<file path="config.mk">
export PLATFORM = sky130hd
export DESIGN_NAME = fib_term_capture
export DESIGN_NICKNAME = d
export VERILOG_FILES = /design/src/rtl/fib_pkg.sv /design/src/rtl/fib_fifo.sv /design/src/rtl/fib_term_capture.sv
export SDC_FILE = /design/constraint.sdc
export NUM_CORES = 1
export LEC_CHECK = 0
export CORE_AREA = 3 3 87 89
export CTS_CLUSTER_SIZE = 40
export DETAILED_ROUTE_END_ITERATION = 6
export DIE_AREA = 0 0 90 92
export PLACE_DENSITY = 0.88
export SLEW_MARGIN = 15
export SYNTH_ARGS = -nofsm -noshare
export SYNTH_HDL_FRONTEND = slang
export SYNTH_SLANG_ARGS = --single-unit
</file>
<file path="constraint.sdc">
create_clock -name clk -period 3 [get_ports clk]
set_input_delay 0.9 -clock clk [delete_from_list [all_inputs] [get_ports clk]]
set_output_delay 0.9 -clock clk [all_outputs]
set_load 0.1 [all_outputs]
</file>
<file path="src/rtl/fib_pkg.sv">
// Shared types and constants for the Fibonacci term capture block.
package fib_pkg;

  localparam int unsigned DefDataW = 8;
  localparam int unsigned DefIdxW  = 5;

  typedef enum logic [1:0] {
    StRestart,
    StStream,
    StWait
  } state_e;

  // First 13 terms that fit in 8 bits; index 13 (377) wraps to 121.
  localparam logic [7:0] FibRef [13] = '{
    8'd1, 8'd1, 8'd2, 8'd3, 8'd5, 8'd8, 8'd13, 8'd21, 8'd34, 8'd55, 8'd89, 8'd144, 8'd233
  };

endpackage

</file>
<file path="src/rtl/fib_fifo.sv">
// First-word fall-through FIFO with occupancy count; storage is cleared on reset.
module fib_fifo #(
  parameter int unsigned WIDTH = 13,
  parameter int unsigned DEPTH = 4
) (
  input  logic                           clk,
  input  logic                           rst_n,
  input  logic                           push,
  input  logic [WIDTH-1:0]               wdata,
  input  logic                           pop,
  output logic [WIDTH-1:0]               rdata,
  output logic [$clog2(DEPTH+1)-1:0]     count
);

  localparam int unsigned PtrW = $clog2(DEPTH);
  localparam int unsigned CntW = $clog2(DEPTH+1);
  localparam logic [PtrW-1:0] PtrLast = PtrW'(DEPTH - 1);

  logic [WIDTH-1:0] mem_q [DEPTH];
  logic [PtrW-1:0]  wr_ptr_q, wr_ptr_d, rd_ptr_q, rd_ptr_d;
  logic [CntW-1:0]  count_q, count_d;

  always_comb begin
    wr_ptr_d = wr_ptr_q;
    rd_ptr_d = rd_ptr_q;
    if (push) wr_ptr_d = (wr_ptr_q == PtrLast) ? '0 : wr_ptr_q + PtrW'(1);
    if (pop)  rd_ptr_d = (rd_ptr_q == PtrLast) ? '0 : rd_ptr_q + PtrW'(1);
    count_d = count_q + CntW'(push) - CntW'(pop);
  end

  always_ff @(posedge clk or negedge rst_n) begin
    if (!rst_n) begin
      for (int i = 0; i < DEPTH; i++) mem_q[i] <= '0;
      wr_ptr_q <= '0;
      rd_ptr_q <= '0;
      count_q  <= '0;
    end else begin
      if (push) mem_q[wr_ptr_q] <= wdata;
      wr_ptr_q <= wr_ptr_d;
      rd_ptr_q <= rd_ptr_d;
      count_q  <= count_d;
    end
  end

  assign rdata = mem_q[rd_ptr_q];
  assign count = count_q;

endmodule

</file>
<file path="src/rtl/fib_term_capture.sv">
// Captures generator terms into a FIFO, restarting the generator on 8-bit wrap
// and on backpressure, skipping forward so the consumer sees a gap-free series.
module fib_term_capture
  import fib_pkg::*;
#(
  parameter int unsigned DATA_W = DefDataW,
  parameter int unsigned IDX_W  = DefIdxW,
  parameter int unsigned DEPTH  = 4
) (
  input  logic              clk,
  input  logic              rst_n,
  input  logic [DATA_W-1:0] term_in,
  output logic              gen_restart,
  output logic              m_valid,
  input  logic              m_ready,
  output logic [DATA_W-1:0] m_data,
  output logic [IDX_W-1:0]  m_index,
  output logic              seq_wrap
);

  localparam int unsigned CntW = $clog2(DEPTH+1);
  localparam logic [IDX_W-1:0] IdxMax = '1;

  state_e            state_q, state_d;
  logic [IDX_W-1:0]  idx_q, idx_d, resume_q, resume_d;
  logic [DATA_W-1:0] prev_q, prev_d;
  logic [CntW-1:0]   count;
  logic              full, wrap, accept, push, pop;

  // Full uses the registered count only; a same-cycle pop does not free a slot.
  assign full   = (count == CntW'(DEPTH));
  assign wrap   = (state_q == StStream) && (idx_q != '0) && (term_in < prev_q);
  assign accept = (idx_q >= resume_q);
  assign pop    = m_valid && m_ready;

  always_ff @(posedge clk or negedge rst_n) begin
    if (!rst_n) begin
      state_q  <= StRestart;
      idx_q    <= '0;
      resume_q <= '0;
      prev_q   <= '0;
    end else begin
      state_q  <= state_d;
      idx_q    <= idx_d;
      resume_q <= resume_d;
      prev_q   <= prev_d;
    end
  end

  always_comb begin
    state_d  = state_q;
    idx_d    = idx_q;
    resume_d = resume_q;
    prev_d   = prev_q;
    push     = 1'b0;
    unique case (state_q)
      StRestart: begin
        state_d = StStream;
        idx_d   = '0;
      end
      StStream: begin
        idx_d  = (idx_q == IdxMax) ? idx_q : idx_q + IDX_W'(1);
        prev_d = term_in;
        if (wrap) begin
          resume_d = '0;
          state_d  = StRestart;
        end else if (accept && full) begin
          // Resume from the first term that could not be stored.
          resume_d = idx_q;
          state_d  = StWait;
        end else if (accept) begin
          push = 1'b1;
        end
      end
      StWait: begin
        if (!full) state_d = StRestart;
      end
      default: state_d = StRestart;
    endcase
  end

  always_comb begin
    gen_restart = (state_q == StRestart);
    seq_wrap    = wrap;
  end

  assign m_valid = (count != '0);

  fib_fifo #(
    .WIDTH (DATA_W + IDX_W),
    .DEPTH (DEPTH)
  ) u_fifo (
    .clk   (clk),
    .rst_n (rst_n),
    .push  (push),
    .wdata ({term_in, idx_q}),
    .pop   (pop),
    .rdata ({m_data, m_index}),
    .count (count)
  );

endmodule

</file>
* After elaboration in Yosys (flattened, before gate mapping) *
Cells that the tools add are included.

storage, ports and cells
  logic and storage cells = 65
  memory bits (writable) = 0
  bits of input ports = 11
  output and inout bits = 16
  register bits after elaboration = 79
  latch bits = 0
  memories kept = 0
  bits in read-only memories = 0

operators by class
  $add $sub $neg = 5
  bitwise gates (word level) = 2
  magnitude comparators = 5
  equality and inequality tests = 9
  muxes and demuxes = 20
  div/mod/pow operators = 0
  shift operators = 0
  reduce and logical (&&, ||, !) cells = 13
  multiply operators = 0

operators by type and width
  cell                   number
  $bwmux W52             1
  $mux W13               3
  $bmux W13 S2           1
  $demux W13 S2          1
  $mux W5                3
  $mux W2                5
  $pmux W5 S2            1
  $lt A8 B8 Y1           1
  $eq A2 B2 Y1 const B   3
  $ge A3 B3 Y1 const B   2
  $not A2 Y3             2
  $pmux W2 S3            1
  $reduce_and A2 Y1      3
  $add A5 B1 Y5 const B  1
  $eq A5 B5 Y1 const B   1
  $ge A5 B5 Y1           1
  $logic_and A1 B1 Y1    5
  $reduce_bool A5 Y1     1
  $add A2 B1 Y2 const B  2
  $mux W1                4
  $ne A2 B2 Y1 const B   2
  $reduce_bool A2 Y1     2
  $add A3 B1 Y3          1
  $eq A3 B3 Y1 const B   1
  other kinds (6)        6

* Depth between registers and ports, before layout *
Gate-level depths: netlist of run 1.

  depth after elaboration = 7
  depth in mapped cells = 12

* By module *
Synthesis of run 1 repeated with hierarchy kept, for this count alone.

second synthesis, totals
  cell total of the unflattened synthesis = 282
  area, all modules = 3902.5 µm²

modules (own cells, without submodules)
  module            instances  sequential area each (µm²)  cells each  area each (µm²)
  fib_fifo          1          1476.4                      159         2670.1
  fib_term_capture  1          500.5                       123         1232.4

* Least setup slack after synthesis of run 1 *
No wires, ideal clock.

  path kind = input to output
  start point = input port term_in[2]
  end point = output port seq_wrap
  cell stages on the path = 5
  arrival time = 2.566 ns
  path slack = -0.466 ns
  required time = 2.100 ns
  buffers on the path = 0
  cells stage by stage = ha_1 a211o_1 a31oi_1 o211ai_4 inv_1

between the ends
  cells in the longest elaborated chain, start to end = 2

RTL lines
  element              line                    source
  from (decl)          fib_term_capture.sv:12  input logic [DATA_W-1:0] term_in,
  $lt A8 B8 Y1         fib_term_capture.sv:32  assign wrap = (state_q == StStream) && (idx_q != '0) && (term_in < prev_q);
  $logic_and A1 B1 Y1  fib_term_capture.sv:32
  to (decl)            fib_term_capture.sv:18  output logic seq_wrap

No other way between the ends.

* Final worst setup path of run 1 *
  start point = input port term_in[5]
  end point = output port seq_wrap

The elaborated chain is that of the path after synthesis.

==> impl_metrics.env, run 1 <==
export IMPL_hp_class="register to register"
export IMPL_reg2reg_depth=14
export IMPL_yosys_area_top_type_share_pct=49.5
export IMPL_dp_hpwl_um=5580
export IMPL_ys_ff_latch=79
export IMPL_clock_sinks=79
export IMPL_clockRootBuffer="clkbuf_8"
export IMPL_fin_crit_sh_pct=103
export IMPL_synth_most_common_cell="dfrtp_1"
export IMPL_cpMaxStageDelayCell="a211o_1"
export IMPL_cp_end_kind="output pin"
export IMPL_final_max_slew_viol_count=0
export IMPL_portBuffers=26
export IMPL_dr_pass1_iters=4
export IMPL_vias=2667
export IMPL_numCtsBuffers=9
export IMPL_cp_common_cell="buf_12"
export IMPL_timing_hold_ws_ns=0.507
export IMPL_start_kind="input port"
export IMPL_seq_area_frac_synth_pct=49.5
export IMPL_syn_nets=333
export IMPL_violations="negative setup slack"
export IMPL_critPathArrivalTime_ns=2.20
export IMPL_synth_edff_count=0
export IMPL_drv_cap=0
export IMPL_r2r_end="u_fifo.count[2]$_DFF_PN0_"
export IMPL_gp_congestion=0.850
export IMPL_avgSynthCellArea_um2=13.4
export IMPL_antenna_cells=0
export IMPL_crit_chain="buf_12 -> ha_4 -> a211o_1 -> o211ai_1 -> o211ai_4 -> clkinvlp_4 -> buf_12"
export IMPL_synth_top_area_cell="dfrtp_1"
export IMPL_antenna_found_initial=0
export IMPL_final_antenna_net_count=0
export IMPL_wirelength_um=8920
export IMPL_syn_inst=299
export IMPL_num_rows=30
export IMPL_drive_above_1_share_pct=44.1
export IMPL_clk_pin_slew_ns=0.08
export IMPL_clk_path_buf_depth=2
export IMPL_endpoint="seq_wrap"
export IMPL_ys_async_sr_fraction_pct=100
export IMPL_synth_common_cells="dfrtp_1, mux2_2, inv_1"
export IMPL_via_per_inst=5.90
export IMPL_cts_tree="yes"
export IMPL_grt_pass1_vias=2918
export IMPL_syn2layout_area_growth_pct=27.0
export IMPL_htree_num_levels=3
export IMPL_syn_cell_area_um2=4000
export IMPL_wire_per_inst_um=19.7
export IMPL_die_y_um=92
export IMPL_slew_headroom_pct=54.2
export IMPL_synthFlopType="dfrtp_1"
export IMPL_yosysWarningCount=0
export IMPL_synthTopCellsByArea="dfrtp_1, mux2_2, mux4_2, ha_1, mux2_4"
export IMPL_die_area_um2=8280
export IMPL_drc=0
export IMPL_final_nets=385
export IMPL_synth_cell_types=36
export IMPL_hold_buffers=0
export IMPL_crit_type="input port to output pin"
export IMPL_period_minus_slack_ns=3.10
export IMPL_dr_first_iter_drc_count=292
export IMPL_worstSkewPairLatency_ns=0.36
export IMPL_required_ns=2.10
export IMPL_grt_pass1_wl_um=14400
export IMPL_start_util_pct=58.5
export IMPL_status="complete, but fails checks"
export IMPL_grt_start_max_net_pins=42
export IMPL_overflow=0
export IMPL_core_um2=6830
export IMPL_die_x_um=90
export IMPL_reg2reg_slack_ns=0.26
export IMPL_ios=27
export IMPL_startpoint="term_in[5]"
export IMPL_finalClockSkew_ns=0.0127
export IMPL_worst_slew_pin_slew_ns=0.687
export IMPL_rsz0062_at_grt="true"
export IMPL_setup_ws_ns=-0.0955
export IMPL_hold_viol_final=0
export IMPL_r2r_start="idx_q[0]$_DFFE_PN0P_"
export IMPL_finalSetupViolCount=1
export IMPL_max_freq_mhz=323
export IMPL_grt_use_total_pct=22.4
export IMPL_cpPeakStageDelay_ns=0.30
export IMPL_path_max_fanout=5
routing by layer:
| metal | GRT usage (%) | part of all wire [%] | vias to the layer above |
|---|---|---|---|
| met5 | 0 | 0 | - |
| met4 | 9.31 | 3.0 | 0 |
| met3 | 4.59 | 5.1 | 24 |
| met2 | 40.0 | 52 | 94 |
| met1 | 26.4 | 40 | 1366 |
| li1 | - | - | 1183 |
cells in the final DEF (no fill, tap or decap), types with 2 or more instances in the layout:
master and n:
mux4_2 13, xnor2_1 2, clkbuf_8 10, ha_1 15, buf_4 28, o21ai_0 14, clkinv_4 2, a21o_1 3
mux2_4 17, nand3_1 7, a21oi_1 8, inv_1 22, dfrtp_1 78, a22o_1 7, nand2_1 15, ha_4 6
nand4_2 4, a211o_1 2, bufinv_16 3, mux2_2 39, buf_2 2, buf_6 3, nor2_1 6, nand2b_1 3
nor3_1 3, buf_12 20
final cells by class:
type / count / area, um2
multi-input combinational: 182 / 1940
tap: 96 / 120
inverter: 23 / 90.1
clock inverter: 6 / 116
clock buffer: 10 / 138
timing repair buffer: 56 / 689
sequential: 79 / 1980
fill: 406 / 1760
flip-flops by register name (all words and copies together) (netlist names):
register	count
resume_q	5
u_fifo.mem_q	52
prev_q	8
state_q	2
idx_q	5
u_fifo.rd_ptr_q	2
u_fifo.wr_ptr_q	2
u_fifo.count	3
how the worst min path moves through the flow:
stage | start | cells past startpoint | endpoint | slack, ns
final | u_fifo.mem_q[13]$_DFFE_PN0P_ | 1 | u_fifo.mem_q[13]$_DFFE_PN0P_ | 0.51
after global routing | rst_n | 1 | u_fifo.mem_q[8]$_DFFE_PN0P_ | 0.53
after CTS | prev_q[0]$_DFFE_PN0P_ | 2 | prev_q[0]$_DFFE_PN0P_ | 0.49
after detailed placement | prev_q[0]$_DFFE_PN0P_ | 2 | prev_q[0]$_DFFE_PN0P_ | 0.47
after global placement | prev_q[0]$_DFFE_PN0P_ | 2 | prev_q[0]$_DFFE_PN0P_ | 0.46
after floorplan | prev_q[0]$_DFFE_PN0P_ | 2 | prev_q[0]$_DFFE_PN0P_ | 0.45
timing repair:
item / in CTS / in global routing
endpoints found under the setup margin: 5 / 1
setup buffers: 3 / 4
resized for setup: 43 / 10
pin swaps: 7 / 5
hold endpoints to repair: 0 / 0
worst max-delay path, delay by kind of cell:
kind                       cells  cell delay (ns)
AOI/OAI and AO/OA              3             0.67
adders and majority gates      1             0.21
buffers and inverters          3             0.41
stage by stage:
stage	util, %	area (um2)	worst slack (ns)	setup TNS, ns	cells
floorplan	-	4050	-0.146	-0.146	299
global placement	68.7	4700	-0.514	-14.64	429
finish	74.3	5070	-0.0955	-0.0955	452
detailed placement	68.7	4700	-0.596	-19.72	429
global route	74.3	5070	-0.120	-0.120	452
CTS	73.3	5010	-0.0751	-0.0751	448
cell families (layout without fill, tap and decap cells):
group                    Yosys count  in the layout  synth area share (%)
adder cells (fa/ha/maj)           23             23                  7.39
AO/OA/AOI/OAI                     41             41                  6.76
buffers and inverters             38             95                  4.67
AND/OR/NAND/NOR                   47             47                  6.58
flip-flops                        79             79                  49.5
multiplexers                      69             69                  24.7
XOR/XNOR                           2              2                 0.438
Power of run 1 is not shown: default switching activity piles up to over one toggle a cycle in this logic, so the estimate is an artifact.
==> inputs of run 2 (changes only) <==
--- a/config.mk
+++ b/config.mk
@@ -9,7 +9,8 @@
 export CTS_CLUSTER_SIZE = 40
 export DETAILED_ROUTE_END_ITERATION = 6
 export DIE_AREA = 0 0 90 92
-export PLACE_DENSITY = 0.88
+export DONT_BUFFER_PORTS = 1
+export PLACE_DENSITY = 0.83
 export SLEW_MARGIN = 15
 export SYNTH_ARGS = -nofsm -noshare
 export SYNTH_HDL_FRONTEND = slang
==> constraint.sdc (replaced) <==
create_clock -name clk -period 3.4 [get_ports clk]
set_input_delay 1.02 -clock clk [delete_from_list [all_inputs] [get_ports clk]]
set_output_delay 1.02 -clock clk [all_outputs]
set_load 0.1 [all_outputs]
==> impl_metrics.env, run 2 (synthesized netlist as in run 1, its figures left out) <==
export IMPL_cpPeakStageDelay_ns=0.31
export IMPL_wirelength_um=7440
export IMPL_hold_viol_final=0
export IMPL_reg_top3="u_fifo.mem_q x52, prev_q x8"
export IMPL_largest_reg_flops=52
export IMPL_postCtsSetupBuffers=0
export IMPL_clockRootBuffer="clkbuf_8"
export IMPL_cts_tree="yes"
export IMPL_drive_above_1_share_pct=33.8
export IMPL_hp_class="input port to asynchronous set/reset pin"
export IMPL_start_kind="input port"
export IMPL_portBuffers=0
export IMPL_fin_crit_sh_pct=95.9
export IMPL_finalClockSkew_ns=0.0142
export IMPL_grt_pass1_vias=2431
export IMPL_clk_pin_slew_ns=0.08
export IMPL_grt_start_max_net_pins=80
export IMPL_die_y_um=92
export IMPL_vias=2338
export IMPL_layout_area_seq_um2=1980
export IMPL_worst_slew_pin_slew_ns=0.785
export IMPL_hold_buffers=0
export IMPL_path_max_fanout=6
export IMPL_num_rows=30
export IMPL_antenna_cells=0
export IMPL_max_freq_mhz=307
export IMPL_finalSetupViolCount=0
export IMPL_final_nets=337
export IMPL_rsz0062_at_grt="false"
export IMPL_numCtsBuffers=9
export IMPL_ios=27
export IMPL_final_max_slew_viol_count=0
export IMPL_overflow=0
export IMPL_syn2layout_area_growth_pct=7.89
export IMPL_cp_end_kind="output pin"
export IMPL_gp_congestion=0.785
export IMPL_multiInputGateArea_um2=1870
export IMPL_slew_headroom_pct=47.6
export IMPL_status="finished, final reports clean"
export IMPL_grtUsageMet1_pct=23.7
export IMPL_crit_buf_inv=2
export IMPL_die_area_um2=8280
export IMPL_grt_pass1_wl_um=12500
export IMPL_cpMaxStageDelayCell="ha_1"
export IMPL_top_usage_layer="met2"
export IMPL_largest_register="u_fifo.mem_q"
export IMPL_htree_num_levels=3
export IMPL_period_minus_slack_ns=3.26
export IMPL_mostFrequentLayoutCells="dfrtp_1, mux2_2, inv_1, ha_1, mux2_4"
export IMPL_clock_sinks=79
export IMPL_worstSkewPairLatency_ns=0.36
export IMPL_grtUsageMet3_pct=4.10
export IMPL_crit_family="compound AO/OA/AOI/OAI gates"
export IMPL_core_um2=6830
export IMPL_dp_hpwl_um=5090
export IMPL_crit_type="input port to output pin"
export IMPL_grt_use_total_pct=19.6
export IMPL_antenna_found_initial=0
export IMPL_drv_cap=0
export IMPL_grtUsageMet2_pct=34.0
export IMPL_critPathArrivalTime_ns=2.24
export IMPL_final_antenna_net_count=0
export IMPL_wire_per_inst_um=18.4
export IMPL_dr_first_iter_drc_count=165
export IMPL_required_ns=2.38
export IMPL_final_common_cell="dfrtp_1"
export IMPL_dr_pass1_iters=4
export IMPL_clk_path_buf_depth=2
export IMPL_start_util_pct=58.5
export IMPL_cts_repair_resized=0
export IMPL_crit_chain="ha_1 -> a211o_1 -> a31oi_2 -> o211ai_4 -> clkinvlp_4 -> buf_12"
export IMPL_via_per_inst=5.79
export IMPL_drc=0
export IMPL_nFillCells=517
export IMPL_tns_ns=0
export IMPL_die_x_um=90
## run 2: layout make-up
class	instances	area share [%]
multi-input cells	182	43.4
inverters	23	2.09
well taps	96	2.79
repair buffers	8	1.68
clock inverters	6	1.02
clock buffers	10	3.19
flip-flops and latches	79	45.9
## run 2: per-stage QoR
| stage | instances | cell area [um2] | setup slack (ns) | hold slack [ns] | util (%) |
|---|---|---|---|---|---|
| floorplan | 299 | 4040 | 0.00315 | 0.447 | - |
| global placement | 388 | 4130 | 0.141 | 0.462 | 60.5 |
| detailed placement | 388 | 4130 | 0.143 | 0.490 | 60.5 |
| CTS | 404 | 4310 | 0.137 | 0.330 | 63.1 |
| global route | 404 | 4310 | 0.104 | 0.322 | 63.1 |
| finish | 404 | 4310 | 0.138 | 0.351 | 63.1 |
## run 2: worst paths after layout
path                       cells after the start                   from                      endpoint  slack [ns]
setup / recovery                               6             term_in[2]                      seq_wrap        0.14
hold / removal                                 0                  rst_n  u_fifo.mem_q[20]$_DFFE_PN0P_        0.35
setup reg to reg                              12   idx_q[0]$_DFFE_PN0P_     u_fifo.count[1]$_DFF_PN0_        0.67
hold reg to reg                                2  prev_q[0]$_DFFE_PN0P_         prev_q[0]$_DFFE_PN0P_        0.50
max in group asynchronous                      0                  rst_n       resume_q[2]$_DFFE_PN0P_        2.93
min in group clk                               2  prev_q[0]$_DFFE_PN0P_         prev_q[0]$_DFFE_PN0P_        0.50
## run 2: routing by layer
metal / wire, um / vias up
met5: 0 / -
met4: 169 / 0
met3: 246 / 14
met2: 3810 / 42
met1: 3210 / 1203
li1: - / 1079
Power of run 2 is left out for the same reason.
==> inputs of run 3 (changes only) <==
==> constraint.sdc (replaced) <==
create_clock -name clk -period 4.2 [get_ports clk]
set_input_delay 1.26 -clock clk [delete_from_list [all_inputs] [get_ports clk]]
set_output_delay 1.26 -clock clk [all_outputs]
set_load 0.1 [all_outputs]
==> impl_metrics.env, run 3 (synthesized netlist as in run 1, its figures left out) <==
export IMPL_status="finished, final reports clean"
export IMPL_path_max_fanout=8
export IMPL_hp_class="register to register"
export IMPL_grt_start_max_net_pins=80
export IMPL_finalSetupViolCount=0
export IMPL_antenna_found_initial=0
export IMPL_core_um2=6830
export IMPL_clk_pin_slew_ns=0.08
export IMPL_reg_top3="u_fifo.mem_q x52, prev_q x8"
export IMPL_antenna_cells=0
export IMPL_final_nets=331
export IMPL_clock_sinks=79
export IMPL_largest_reg_flops=52
export IMPL_wire_per_inst_um=18.7
export IMPL_drive_above_1_share_pct=30.6
export IMPL_start_kind="input port"
export IMPL_dr_first_iter_drc_count=170
export IMPL_htree_num_levels=3
export IMPL_gp_congestion=0.751
export IMPL_reg2reg_slack_ns=0.92
export IMPL_ios=27
export IMPL_max_freq_mhz=259
export IMPL_slew_headroom_pct=28.2
export IMPL_numCtsBuffers=9
export IMPL_reg2reg_depth=7
export IMPL_via_per_inst=5.90
export IMPL_syn2layout_area_growth_pct=6.57
export IMPL_hold_path_depth=2
export IMPL_crit_type="input port to output pin"
export IMPL_hold_buffers=0
export IMPL_clk_path_buf_depth=2
export IMPL_final_cells=397
export IMPL_critPathArrivalTime_ns=2.61
export IMPL_rsz0062_at_grt="false"
export IMPL_grt_pass1_wl_um=12700
export IMPL_hold_viol_final=0
export IMPL_grt_pass1_vias=2464
export IMPL_clockRootBuffer="clkbuf_8"
export IMPL_dp_hpwl_um=4710
export IMPL_final_antenna_net_count=0
export IMPL_worstSkewPairLatency_ns=0.36
export IMPL_tns_ns=0
export IMPL_portBuffers=0
export IMPL_grt_use_total_pct=19.9
export IMPL_overflow=0
export IMPL_postCtsSetupBuffers=0
export IMPL_required_ns=2.94
export IMPL_final_max_slew_viol_count=0
export IMPL_cp_end_kind="output pin"
export IMPL_dr_pass1_iters=4
export IMPL_dpl_cell_count=382
export IMPL_nFillCells=512
export IMPL_finalClockSkew_ns=0.00983
export IMPL_largest_register="u_fifo.mem_q"
export IMPL_period_minus_slack_ns=3.87
export IMPL_fin_crit_sh_pct=92.1
export IMPL_worst_slew_pin_slew_ns=1.08
export IMPL_drv_cap=0
export IMPL_wirelength_um=7410
export IMPL_start_util_pct=58.5
export IMPL_die_x_um=90
export IMPL_die_area_um2=8280
export IMPL_drc=0
export IMPL_mostFrequentLayoutCells="dfrtp_1, mux2_2, inv_1, ha_1, mux2_4"
export IMPL_vias=2341
export IMPL_cts_tree="yes"
export IMPL_final_common_cell="dfrtp_1"
export IMPL_cts_repair_resized=0
export IMPL_num_rows=30
export IMPL_die_y_um=92
-- run 3: cell types whose count changed in the layout (fill, tap and decap cells not counted), moves of 2 or more --
cell        previous run  this run
buf_4                  7         1
bufinv_16              0         2
ha_1                  20        22
ha_4                   2         0
clkinvlp_4             2         0
-- run 3: cell type report --
class	instances	area, um2	share of cell area [%]
Timing Repair Buffer	2	27.5	0.646
Clock inverter	5	82.6	1.94
Sequential cell	79	1980	46.4
Multi-Input combinational cell	182	1840	43.2
Tap cell	96	120	2.82
Inverter	23	86.3	2.03
Clock buffer	10	128	3.00
-- run 3: final timing paths --
path                                       start                            to
setup / recovery                      term_in[2]                      seq_wrap
hold / removal             prev_q[0]$_DFFE_PN0P_         prev_q[0]$_DFFE_PN0P_
setup reg to reg            idx_q[0]$_DFFE_PN0P_  u_fifo.mem_q[23]$_DFFE_PN0P_
hold reg to reg            prev_q[0]$_DFFE_PN0P_         prev_q[0]$_DFFE_PN0P_
max in group asynchronous                  rst_n        state_q[0]$_DFFE_PN0P_
min in group asynchronous                  rst_n   u_fifo.mem_q[7]$_DFFE_PN0P_
-- run 3: per-layer routing --
layer  routed length [um]  track usage [%]  vias up
met1                 3320             26.5     1212
met3                  347             5.25       12
met5                    0                0        -
met2                 3620             30.7       45
met4                  122             8.80        0
li1                     -                -     1072
-- run 3: through the flow --
| stage | util [%] | hold WS (ns) | setup WS (ns) | area [um2] |
|---|---|---|---|---|
| 6_report | 62.3 | 0.503 | 0.333 | 4260 |
| 3_3_place_gp | 59.2 | 0.462 | 0.330 | 4050 |
| 3_5_place_dp | 59.2 | 0.482 | 0.324 | 4050 |
| 2_1_floorplan | - | 0.447 | 0.0138 | 4000 |
| 4_1_cts | 62.3 | 0.503 | 0.323 | 4260 |
| 5_1_grt | 62.3 | 0.517 | 0.254 | 4260 |
-- run 3: critical path: stages --
cell,delay [ns]
ha_1,0.29
a211o_1,0.29
a31oi_1,0.25
o211ai_4,0.18
inv_1,0.14
buf_12,0.19
Power of run 3 is left out for the same reason.
